**src/rtl/vga_pkg.sv**
```systemverilog
// Shared constants and types for the VGA write arbiter slice.
package vga_pkg;

  localparam int ARB_FIXED = 0;
  localparam int ARB_RR    = 1;

  localparam int CW_DEF = 9;
  localparam int AW_DEF = 15;

  localparam logic [8:0] TRANSP_COLOUR_DEF = 9'h1FF;
  localparam int         FRAME_DIV_30FPS   = 1666666;

  localparam int CH_TOWER  = 0;
  localparam int CH_CAR    = 1;
  localparam int CH_MIDDLE = 2;
  localparam int CH_LASER  = 3;

  typedef enum logic [0:0] {
    ST_IDLE   = 1'b0,
    ST_LOCKED = 1'b1
  } arb_state_e;

  function automatic logic [2:0] wrap_inc(input logic [2:0] idx, input logic [2:0] last);
    return (idx == last) ? 3'd0 : idx + 3'd1;
  endfunction

endpackage

```
**src/rtl/vga_write_arbiter_if.sv**
```systemverilog
// Client-side bus of the VGA write arbiter: requests and packed pixel data in, grant and VGA port out.
interface vga_write_arbiter_if
  import vga_pkg::*;
#(
  parameter int N_CH = 4,
  parameter int CW   = CW_DEF,
  parameter int AW   = AW_DEF
);

  logic [N_CH-1:0]    req;
  logic [N_CH-1:0]    lock;
  logic [N_CH*CW-1:0] colour_in;
  logic [N_CH*AW-1:0] coord_in;
  logic [N_CH*AW-1:0] mem_add_in;
  logic [N_CH-1:0]    grant;
  logic [CW-1:0]      colour;
  logic [AW-1:0]      coordinates;
  logic               VGA_write_enable;
  logic [AW-1:0]      mem_add;
  logic [2:0]         owner;

  modport master (
    output req, lock, colour_in, coord_in, mem_add_in,
    input  grant, colour, coordinates, VGA_write_enable, mem_add, owner
  );

  modport slave (
    input  req, lock, colour_in, coord_in, mem_add_in,
    output grant, colour, coordinates, VGA_write_enable, mem_add, owner
  );

endinterface

```
**src/rtl/vga_write_arbiter_frame_tick_gen.sv**
```systemverilog
// Free-running frame divider: one-cycle frame_tick every FRAME_DIV cycles with tick_enable high.
module frame_tick_gen
  import vga_pkg::*;
#(
  parameter int FRAME_DIV = FRAME_DIV_30FPS
) (
  input  logic clk,
  input  logic reset,
  input  logic tick_enable,
  output logic frame_tick
);

  localparam int              CNT_W    = (FRAME_DIV > 1) ? $clog2(FRAME_DIV) : 1;
  localparam logic [CNT_W-1:0] CNT_LAST = CNT_W'(FRAME_DIV - 1);

  logic [CNT_W-1:0] cnt_q, cnt_d;
  logic             tick_q, tick_d;

  // Count enabled cycles, wrap at the last count and pulse on the wrap.
  always_comb begin
    cnt_d  = cnt_q;
    tick_d = 1'b0;
    if (tick_enable) begin
      if (cnt_q == CNT_LAST) begin
        cnt_d  = {CNT_W{1'b0}};
        tick_d = 1'b1;
      end else begin
        cnt_d  = cnt_q + CNT_W'(1);
        tick_d = 1'b0;
      end
    end else begin
      cnt_d  = cnt_q;
      tick_d = 1'b0;
    end
  end

  // Counter and pulse registers.
  always_ff @(posedge clk or posedge reset) begin
    if (reset) begin
      cnt_q  <= {CNT_W{1'b0}};
      tick_q <= 1'b0;
    end else begin
      cnt_q  <= cnt_d;
      tick_q <= tick_d;
    end
  end

  assign frame_tick = tick_q;

endmodule

```
**src/rtl/vga_write_arbiter.sv**
```systemverilog
// N-channel pixel-writer arbiter onto the VGA write port and map-RAM address bus.
// Optional macro TRANSPARENT_SKIP_EN: granted pixels of colour TRANSP_COLOUR are consumed without a write strobe.
module vga_write_arbiter
  import vga_pkg::*;
#(
  parameter int            N_CH          = 4,
  parameter int            CW            = CW_DEF,
  parameter int            AW            = AW_DEF,
  parameter int            ARB_MODE      = ARB_FIXED,
  parameter int            MAX_BURST     = 64,
  parameter int            FRAME_DIV     = FRAME_DIV_30FPS,
  parameter logic [CW-1:0] TRANSP_COLOUR = CW'(TRANSP_COLOUR_DEF)
) (
  input  logic                 clk,
  input  logic                 reset,
  vga_write_arbiter_if.slave   bus,
  input  logic                 tick_enable,
  output logic                 frame_tick
);

`ifdef TRANSPARENT_SKIP_EN
  localparam bit SKIP_EN = 1'b1;
`else
  localparam bit SKIP_EN = 1'b0;
`endif
  localparam logic [2:0] LAST_CH   = 3'(N_CH - 1);
  localparam logic [7:0] BURST_MAX = 8'(MAX_BURST);

  arb_state_e      state_q, state_d;
  logic [2:0]      owner_q, owner_d, rr_ptr_q, rr_ptr_d;
  logic [7:0]      burst_q, burst_d;
  logic [2:0]      arb_start_s, arb_idx_s, gnt_idx_s;
  logic            arb_valid_s, gnt_valid_s, rearb_s;
  logic            own_req_s, own_lock_s, sel_lock_s, write_s;
  logic [CW-1:0]   colour_q, sel_colour_s;
  logic [AW-1:0]   coord_q, mem_add_q, sel_coord_s, sel_mem_s;
  logic            we_q;
  logic [N_CH-1:0] grant_s;

  // Rotating-start priority search (start 0 gives fixed priority) plus owner/winner lookups.
  always_comb begin
    arb_start_s = (ARB_MODE == ARB_RR) ? rr_ptr_q : 3'd0;
    arb_valid_s = 1'b0;
    arb_idx_s   = 3'd0;
    own_req_s   = 1'b0;
    own_lock_s  = 1'b0;
    sel_lock_s  = 1'b0;
    for (int k = 0; k < N_CH; k++) begin
      if (!arb_valid_s && bus.req[k] && (3'(k) >= arb_start_s)) begin
        arb_valid_s = 1'b1;
        arb_idx_s   = 3'(k);
      end
    end
    for (int k = 0; k < N_CH; k++) begin
      if (!arb_valid_s && bus.req[k]) begin
        arb_valid_s = 1'b1;
        arb_idx_s   = 3'(k);
      end
    end
    for (int k = 0; k < N_CH; k++) begin
      if (owner_q == 3'(k)) begin
        own_req_s  = bus.req[k];
        own_lock_s = bus.lock[k];
      end
      if (arb_idx_s == 3'(k)) begin
        sel_lock_s = bus.lock[k];
      end
    end
  end

  // Lock FSM; a release re-arbitrates in the same cycle from the RR pointer (already owner+1).
  always_comb begin
    state_d     = state_q;
    owner_d     = owner_q;
    rr_ptr_d    = rr_ptr_q;
    burst_d     = burst_q;
    gnt_valid_s = 1'b0;
    gnt_idx_s   = owner_q;
    rearb_s     = 1'b0;
    case (state_q)
      ST_LOCKED: begin
        if (own_req_s && own_lock_s && (burst_q < BURST_MAX)) begin
          gnt_valid_s = 1'b1;
          burst_d     = burst_q + 8'd1;
        end else begin
          state_d = ST_IDLE;
          burst_d = 8'd0;
          rearb_s = 1'b1;
        end
      end
      ST_IDLE: begin
        rearb_s = 1'b1;
      end
      default: begin
        state_d = ST_IDLE;
        burst_d = 8'd0;
      end
    endcase
    if (rearb_s && arb_valid_s) begin
      gnt_valid_s = 1'b1;
      gnt_idx_s   = arb_idx_s;
      owner_d     = arb_idx_s;
      if (ARB_MODE == ARB_RR) begin
        rr_ptr_d = wrap_inc(arb_idx_s, LAST_CH);
      end else begin
        rr_ptr_d = rr_ptr_q;
      end
      if (sel_lock_s) begin
        state_d = ST_LOCKED;
        burst_d = 8'd1;
      end else begin
        state_d = ST_IDLE;
      end
    end else begin
      gnt_idx_s = gnt_idx_s;
    end
  end

  // One-hot grant and granted-channel data select.
  always_comb begin
    grant_s      = {N_CH{1'b0}};
    sel_colour_s = {CW{1'b0}};
    sel_coord_s  = {AW{1'b0}};
    sel_mem_s    = {AW{1'b0}};
    for (int k = 0; k < N_CH; k++) begin
      grant_s[k] = gnt_valid_s && (gnt_idx_s == 3'(k));
      if (gnt_idx_s == 3'(k)) begin
        sel_colour_s = bus.colour_in[k*CW +: CW];
        sel_coord_s  = bus.coord_in[k*AW +: AW];
        sel_mem_s    = bus.mem_add_in[k*AW +: AW];
      end
    end
    write_s = !(SKIP_EN && (sel_colour_s == TRANSP_COLOUR));
  end

  // Arbiter state and the registered VGA / map-RAM output stage.
  always_ff @(posedge clk or posedge reset) begin
    if (reset) begin
      state_q   <= ST_IDLE;
      owner_q   <= 3'd0;
      rr_ptr_q  <= 3'd0;
      burst_q   <= 8'd0;
      colour_q  <= {CW{1'b0}};
      coord_q   <= {AW{1'b0}};
      mem_add_q <= {AW{1'b0}};
      we_q      <= 1'b0;
    end else begin
      state_q  <= state_d;
      owner_q  <= owner_d;
      rr_ptr_q <= rr_ptr_d;
      burst_q  <= burst_d;
      we_q     <= gnt_valid_s && write_s;
      if (gnt_valid_s) begin
        coord_q   <= sel_coord_s;
        mem_add_q <= sel_mem_s;
        if (write_s) begin
          colour_q <= sel_colour_s;
        end
      end
    end
  end

  assign bus.grant            = grant_s;
  assign bus.colour           = colour_q;
  assign bus.coordinates      = coord_q;
  assign bus.VGA_write_enable = we_q;
  assign bus.mem_add          = mem_add_q;
  assign bus.owner            = owner_q;

  frame_tick_gen #(
    .FRAME_DIV(FRAME_DIV)
  ) u_frame_tick_gen (
    .clk        (clk),
    .reset      (reset),
    .tick_enable(tick_enable),
    .frame_tick (frame_tick)
  );

endmodule

```
**src/flat_wrapper.sv**
```systemverilog
// flat-port wrapper written by rule: the top's interface ports become plain ports
module vga_write_arbiter_flat import vga_pkg::*;
#(
  parameter int            N_CH          = 4,
  parameter int            CW            = CW_DEF,
  parameter int            AW            = AW_DEF,
  parameter int            ARB_MODE      = ARB_FIXED,
  parameter int            MAX_BURST     = 64,
  parameter int            FRAME_DIV     = FRAME_DIV_30FPS,
  parameter logic [CW-1:0] TRANSP_COLOUR = CW'(TRANSP_COLOUR_DEF)
)
  (clk, reset, tick_enable, frame_tick, bus_req, bus_lock, bus_colour_in, bus_coord_in, bus_mem_add_in, bus_grant, bus_colour, bus_coordinates, bus_VGA_write_enable, bus_mem_add, bus_owner);
  vga_write_arbiter_if #(.N_CH(N_CH), .CW(CW), .AW(AW)) bus_i ();
  input  logic clk;
  input  logic reset;
  input  logic tick_enable;
  output logic frame_tick;
  input wire logic [$bits(bus_i.req)-1:0] bus_req;
  input wire logic [$bits(bus_i.lock)-1:0] bus_lock;
  input wire logic [$bits(bus_i.colour_in)-1:0] bus_colour_in;
  input wire logic [$bits(bus_i.coord_in)-1:0] bus_coord_in;
  input wire logic [$bits(bus_i.mem_add_in)-1:0] bus_mem_add_in;
  output wire logic [$bits(bus_i.grant)-1:0] bus_grant;
  output wire logic [$bits(bus_i.colour)-1:0] bus_colour;
  output wire logic [$bits(bus_i.coordinates)-1:0] bus_coordinates;
  output wire logic [$bits(bus_i.VGA_write_enable)-1:0] bus_VGA_write_enable;
  output wire logic [$bits(bus_i.mem_add)-1:0] bus_mem_add;
  output wire logic [$bits(bus_i.owner)-1:0] bus_owner;
  assign bus_i.req = bus_req;
  assign bus_i.lock = bus_lock;
  assign bus_i.colour_in = bus_colour_in;
  assign bus_i.coord_in = bus_coord_in;
  assign bus_i.mem_add_in = bus_mem_add_in;
  assign bus_grant = bus_i.grant;
  assign bus_colour = bus_i.colour;
  assign bus_coordinates = bus_i.coordinates;
  assign bus_VGA_write_enable = bus_i.VGA_write_enable;
  assign bus_mem_add = bus_i.mem_add;
  assign bus_owner = bus_i.owner;
  vga_write_arbiter #(.N_CH(N_CH), .CW(CW), .AW(AW), .ARB_MODE(ARB_MODE), .MAX_BURST(MAX_BURST), .FRAME_DIV(FRAME_DIV), .TRANSP_COLOUR(TRANSP_COLOUR)) u_core (.clk(clk), .reset(reset), .bus(bus_i), .tick_enable(tick_enable), .frame_tick(frame_tick));
endmodule
```
**config.mk**
```make
export PLATFORM = sky130hd
export DESIGN_NAME = vga_write_arbiter_flat
export DESIGN_NICKNAME = d
export VERILOG_FILES = /design/src/rtl/vga_pkg.sv /design/src/rtl/vga_write_arbiter_if.sv /design/src/rtl/vga_write_arbiter_frame_tick_gen.sv /design/src/rtl/vga_write_arbiter.sv /design/src/flat_wrapper.sv
export SDC_FILE = /design/constraint.sdc
export NUM_CORES = 1
export LEC_CHECK = 0
export CAP_MARGIN = 10
export CORE_ASPECT_RATIO = 0.5
export CORE_UTILIZATION = 30
export CTS_BUF_LIST = sky130_fd_sc_hd__clkbuf_8
export CTS_CLUSTER_SIZE = 24
export DETAILED_ROUTE_END_ITERATION = 8
export GPL_TIMING_DRIVEN = 0
export RECOVER_POWER = 100
export SYNTH_ARGS = -nofsm -noshare
export SYNTH_HDL_FRONTEND = slang
export SYNTH_SLANG_ARGS = --single-unit
```
**constraint.sdc**
```tcl
create_clock -name clk -period 6.4 [get_ports clk]
set_input_delay 0.96 -clock clk [delete_from_list [all_inputs] [get_ports clk]]
set_output_delay 0.96 -clock clk [all_outputs]
set_load 0.1 [all_outputs]
```
==> results of run 1 <==
==> power breakdown <==
part	switching (mW)	leakage [nW]	internal, mW
Sequential	0.0479	0.929	0.528
Combinational	0.448	1.58	0.237
Clock	0.187	0.109	0.231
Total	0.683	2.61	0.997
==> layout make-up <==
type | instances | area, sq um | area share (%)
multi-input cells | 289 | 2070 | 30.9
well taps | 192 | 240 | 3.59
clock inverters | 6 | 88.8 | 1.33
inverters | 7 | 27.5 | 0.412
plain buffers | 25 | 154 | 2.30
repair buffers | 212 | 2120 | 31.7
clock buffers | 10 | 138 | 2.06
flip-flops and latches | 74 | 1850 | 27.7
==> logic make-up after synthesis <==
family / synth area share (%)
xor gates and xnor gates: 4.20
AOI/OAI and AO/OA: 12.5
muxes: 18.7
adders and majority gates: 0.900
DFF: 44.4
buffers and inverters: 5.94
and+or+nand+nor: 13.3
==> through the flow <==
step	instance area, sq um	worst slack, ps	utilization [%]
after global placement	6520	1550	48.1
after detailed placement	6550	1540	48.4
after CTS	6780	1520	50.0
after global routing	6680	1250	49.3
after floorplan	4170	1990	-
final	6680	1410	49.3
==> cell usage after synthesis (2+ instances only) <==
cell type / count / area [sq um]
nor4_1: 3 / 18.8
o31ai_1: 2 / 15.0
nand2b_1: 3 / 18.8
nor2_1: 28 / 105
mux2i_1: 78 / 781
inv_1: 7 / 26.3
xnor2_1: 9 / 78.8
o21ai_0: 9 / 45.0
and3_1: 3 / 18.8
nor2b_1: 3 / 18.8
buf_2: 3 / 15.0
nand4_1: 6 / 37.5
nand2_1: 53 / 199
xor2_1: 11 / 96.3
nor4b_1: 2 / 17.5
a21oi_1: 5 / 25.0
clkbuf_1: 13 / 48.8
buf_6: 2 / 22.5
buf_12: 6 / 120
nand3_1: 13 / 65.1
nor3_1: 2 / 10.0
o21ai_1: 2 / 10.0
o221ai_1: 39 / 342
o211ai_1: 2 / 15.0
ha_1: 3 / 37.5
and2_1: 2 / 12.5
dfrtp_1: 74 / 1850
==> routing by layer <==
metal  global-route usage (%)  vias to the layer above
li1                         -                     1905
met1                     22.6                     1883
met2                     34.3                       92
met3                     4.52                       25
met4                     6.78                        0
met5                        0                        -
==> worst max-delay path: cells and delay by family <==
kind | cells | cell delay, ps
buf+inv | 4 | 2280
compound gates | 2 | 570
simple gates | 2 | 220
==> how the worst max path moves through the flow <==
stage               depth (start not counted)       start            to  slack (ps)
finish                                      8  bus_req[3]  bus_grant[1]        1410
global route                                8  bus_req[3]  bus_grant[3]        1250
CTS                                         8  bus_req[3]  bus_grant[1]        1520
detailed placement                          8  bus_req[3]  bus_grant[1]        1540
global placement                            8  bus_req[3]  bus_grant[1]        1550
floorplan                                   8  bus_req[0]  bus_grant[1]        1990
==> sequential cells by signal (all words and copies together) (netlist names) <==
name and cells:
u_core.bus.owner 3, u_core.state_q 1, u_core.u_frame_tick_gen.frame_tick 1, u_core.bus.mem_add 15, u_core.bus.colour 9, u_core.u_frame_tick_gen.cnt_q 21, u_core.bus.VGA_write_enable 1, u_core.bus.coordinates 15
u_core.burst_q 8
==> impl_metrics.ini, run 1 <==
[status]
outcome = complete, but fails checks
violations = max-capacitance violations, max-slew violations

[sta]
setup_tns_ps = 0
drv_slew = 43
fmax_mhz = 200
hold_ws_ps = 483
rsz0062_at_grt = no
period_share_pct = 77.9
hold_viol = 0
setup_viol = 0
finalCriticalPeriod_ps = 4990
tightestPinTransition_ps = 2420
skew_ps = 6.52
max-slew-margin-rel_pct = -61.4

[critical_path]
rr_worst_depth = 7
rr_endpoint = u_core.bus.colour[8]
cp-end-kind = primary output
reg2reg_slack_ps = 3730
cp.arrival_ps = 4030
crit_type = primary input to primary output
cpPeakStageDelay_ps = 1240
reg2reg_from = u_core.bus.owner[2]
crit_chain = dlygate4sd3_1 > nand2b_1 > a221o_1 > a21oi_1 > buf_6 > buf_8 > nor2b_1 > dlygate4sd3_1
crit_slowest_cell = dlygate4sd3_1
crit_required_ps = 5440
crit_top_cell = dlygate4sd3_1
crit_fanout = 10
cp-start-kind = primary input

[power]
power_mw = 1.68
peakVddDrop_mv = 0.108
p_leak_nw = 2.61
p_per_area_nw_per_um2 = 251

[cts]
cts.sinks = 74
cts_tree = done
clkTransAtPathRegs_ps = 80
cts_buffers = 9
post_cts_resized = 0
postCtsSetupBuffers = 0
h-tree-depth = 3
cts_hold_buf = 0
clk-insertion-delay-late_ps = 350
clock_path_buffers = 2
root_buffer = clkbuf_8

[routing]
highest_layer = met4
met1_length_um = 5700
dr.pass1.iters = 4
dr_wl_met3_um = 578
wl_per_cell_um = 16.4
wl_um = 13400
drc = 0
dr_wl_met2_um = 6810
drt_iter0_drc = 138
vias = 3905
viasPerCell = 4.79
ant_nets = 0

[flow_run]
drv_cap = 1

[yosys]
synth-edff-count = 0
postSynthAreaPerCell_sq_um = 10.6
syn-num-nets = 565
ys_seq_elements = 74
synth_cells = 395
ys.flop_type = dfrtp_1
synthArstFlopShare_pct = 100
ys_types = 39
synth_area_sq_um = 4170
ys_warn_count = 0
synth_seq_area_share_pct = 44.4

[floorplanning]
fp-row-count = 30
boundaryPins = 215
dieWidth_um = 169
dieArea_sq_um = 14400
coreArea_sq_um = 13600
initial_core_util_pct = 30.8
die_y_um = 85.4

[layout]
fillerInstances = 1267
final_cells = 815
layout.nets = 788
final_layout_size_suffix_gt1_share_pct = 3.85
synthToLayoutAreaGrowth_pct = 60.2
antenna_cells = 0
final_common_cell = clkdlybuf4s50_1
most-common-layout-cells = clkdlybuf4s50_1, mux2i_1, dfrtp_1

[placed_design]
io_buffers = 211
dp_hpwl_um = 10200
post-place-cells = 799
gp_congestion = 0.822

[hold_path]
min_path_cells = 2
hold_end = u_core.bus.colour[3]
hold_path_class = flip-flop to flip-flop
hold_start = u_core.bus.colour[3]

[grt]
track_usage_pct = 19.2
grt_max_degree = 43
grt_pass1_vias = 4018
grt_antenna_before_repair = 0
globalRouteOverflowTotal = 0
grt_pass1_wl_um = 21200
(Power assumes the default switching activity.)
==> run 2: changes to the inputs <==
==> constraint.sdc (replaced) <==
create_clock -name clk -period 5.15 [get_ports clk]
set_input_delay 0.7725 -clock clk [delete_from_list [all_inputs] [get_ports clk]]
set_output_delay 0.7725 -clock clk [all_outputs]
set_load 0.1 [all_outputs]
==> results of run 2 <==
Same layout as run 1 (identical final DEF). Status: complete, but fails checks: max-capacitance violations, max-slew violations.
Main changes from that run: setup slack after placement 1540 ps -> 660 ps; setup slack after layout 1410 ps -> 536 ps; register-to-register setup slack 3730 ps -> 2480 ps; total power 1.68 mW -> 2.09 mW; worst IR drop on VDD 0.108 mV -> 0.134 mV
==> run 3: changes to the inputs <==
--- a/config.mk
+++ b/config.mk
@@ -13,6 +13,7 @@
 export DETAILED_ROUTE_END_ITERATION = 8
 export GPL_TIMING_DRIVEN = 0
 export RECOVER_POWER = 100
+export SKIP_LAST_GASP = 1
 export SYNTH_ARGS = -nofsm -noshare
 export SYNTH_HDL_FRONTEND = slang
 export SYNTH_SLANG_ARGS = --single-unit
==> results of run 3 <==
Same layout as run 1 (identical final DEF). Status: complete, but fails checks: max-capacitance violations, max-slew violations.
Main changes from that run: setup slack after placement 1540 ps -> 660 ps; setup slack after layout 1410 ps -> 536 ps; register-to-register setup slack 3730 ps -> 2480 ps; total power 1.68 mW -> 2.09 mW; worst IR drop on VDD 0.108 mV -> 0.134 mV
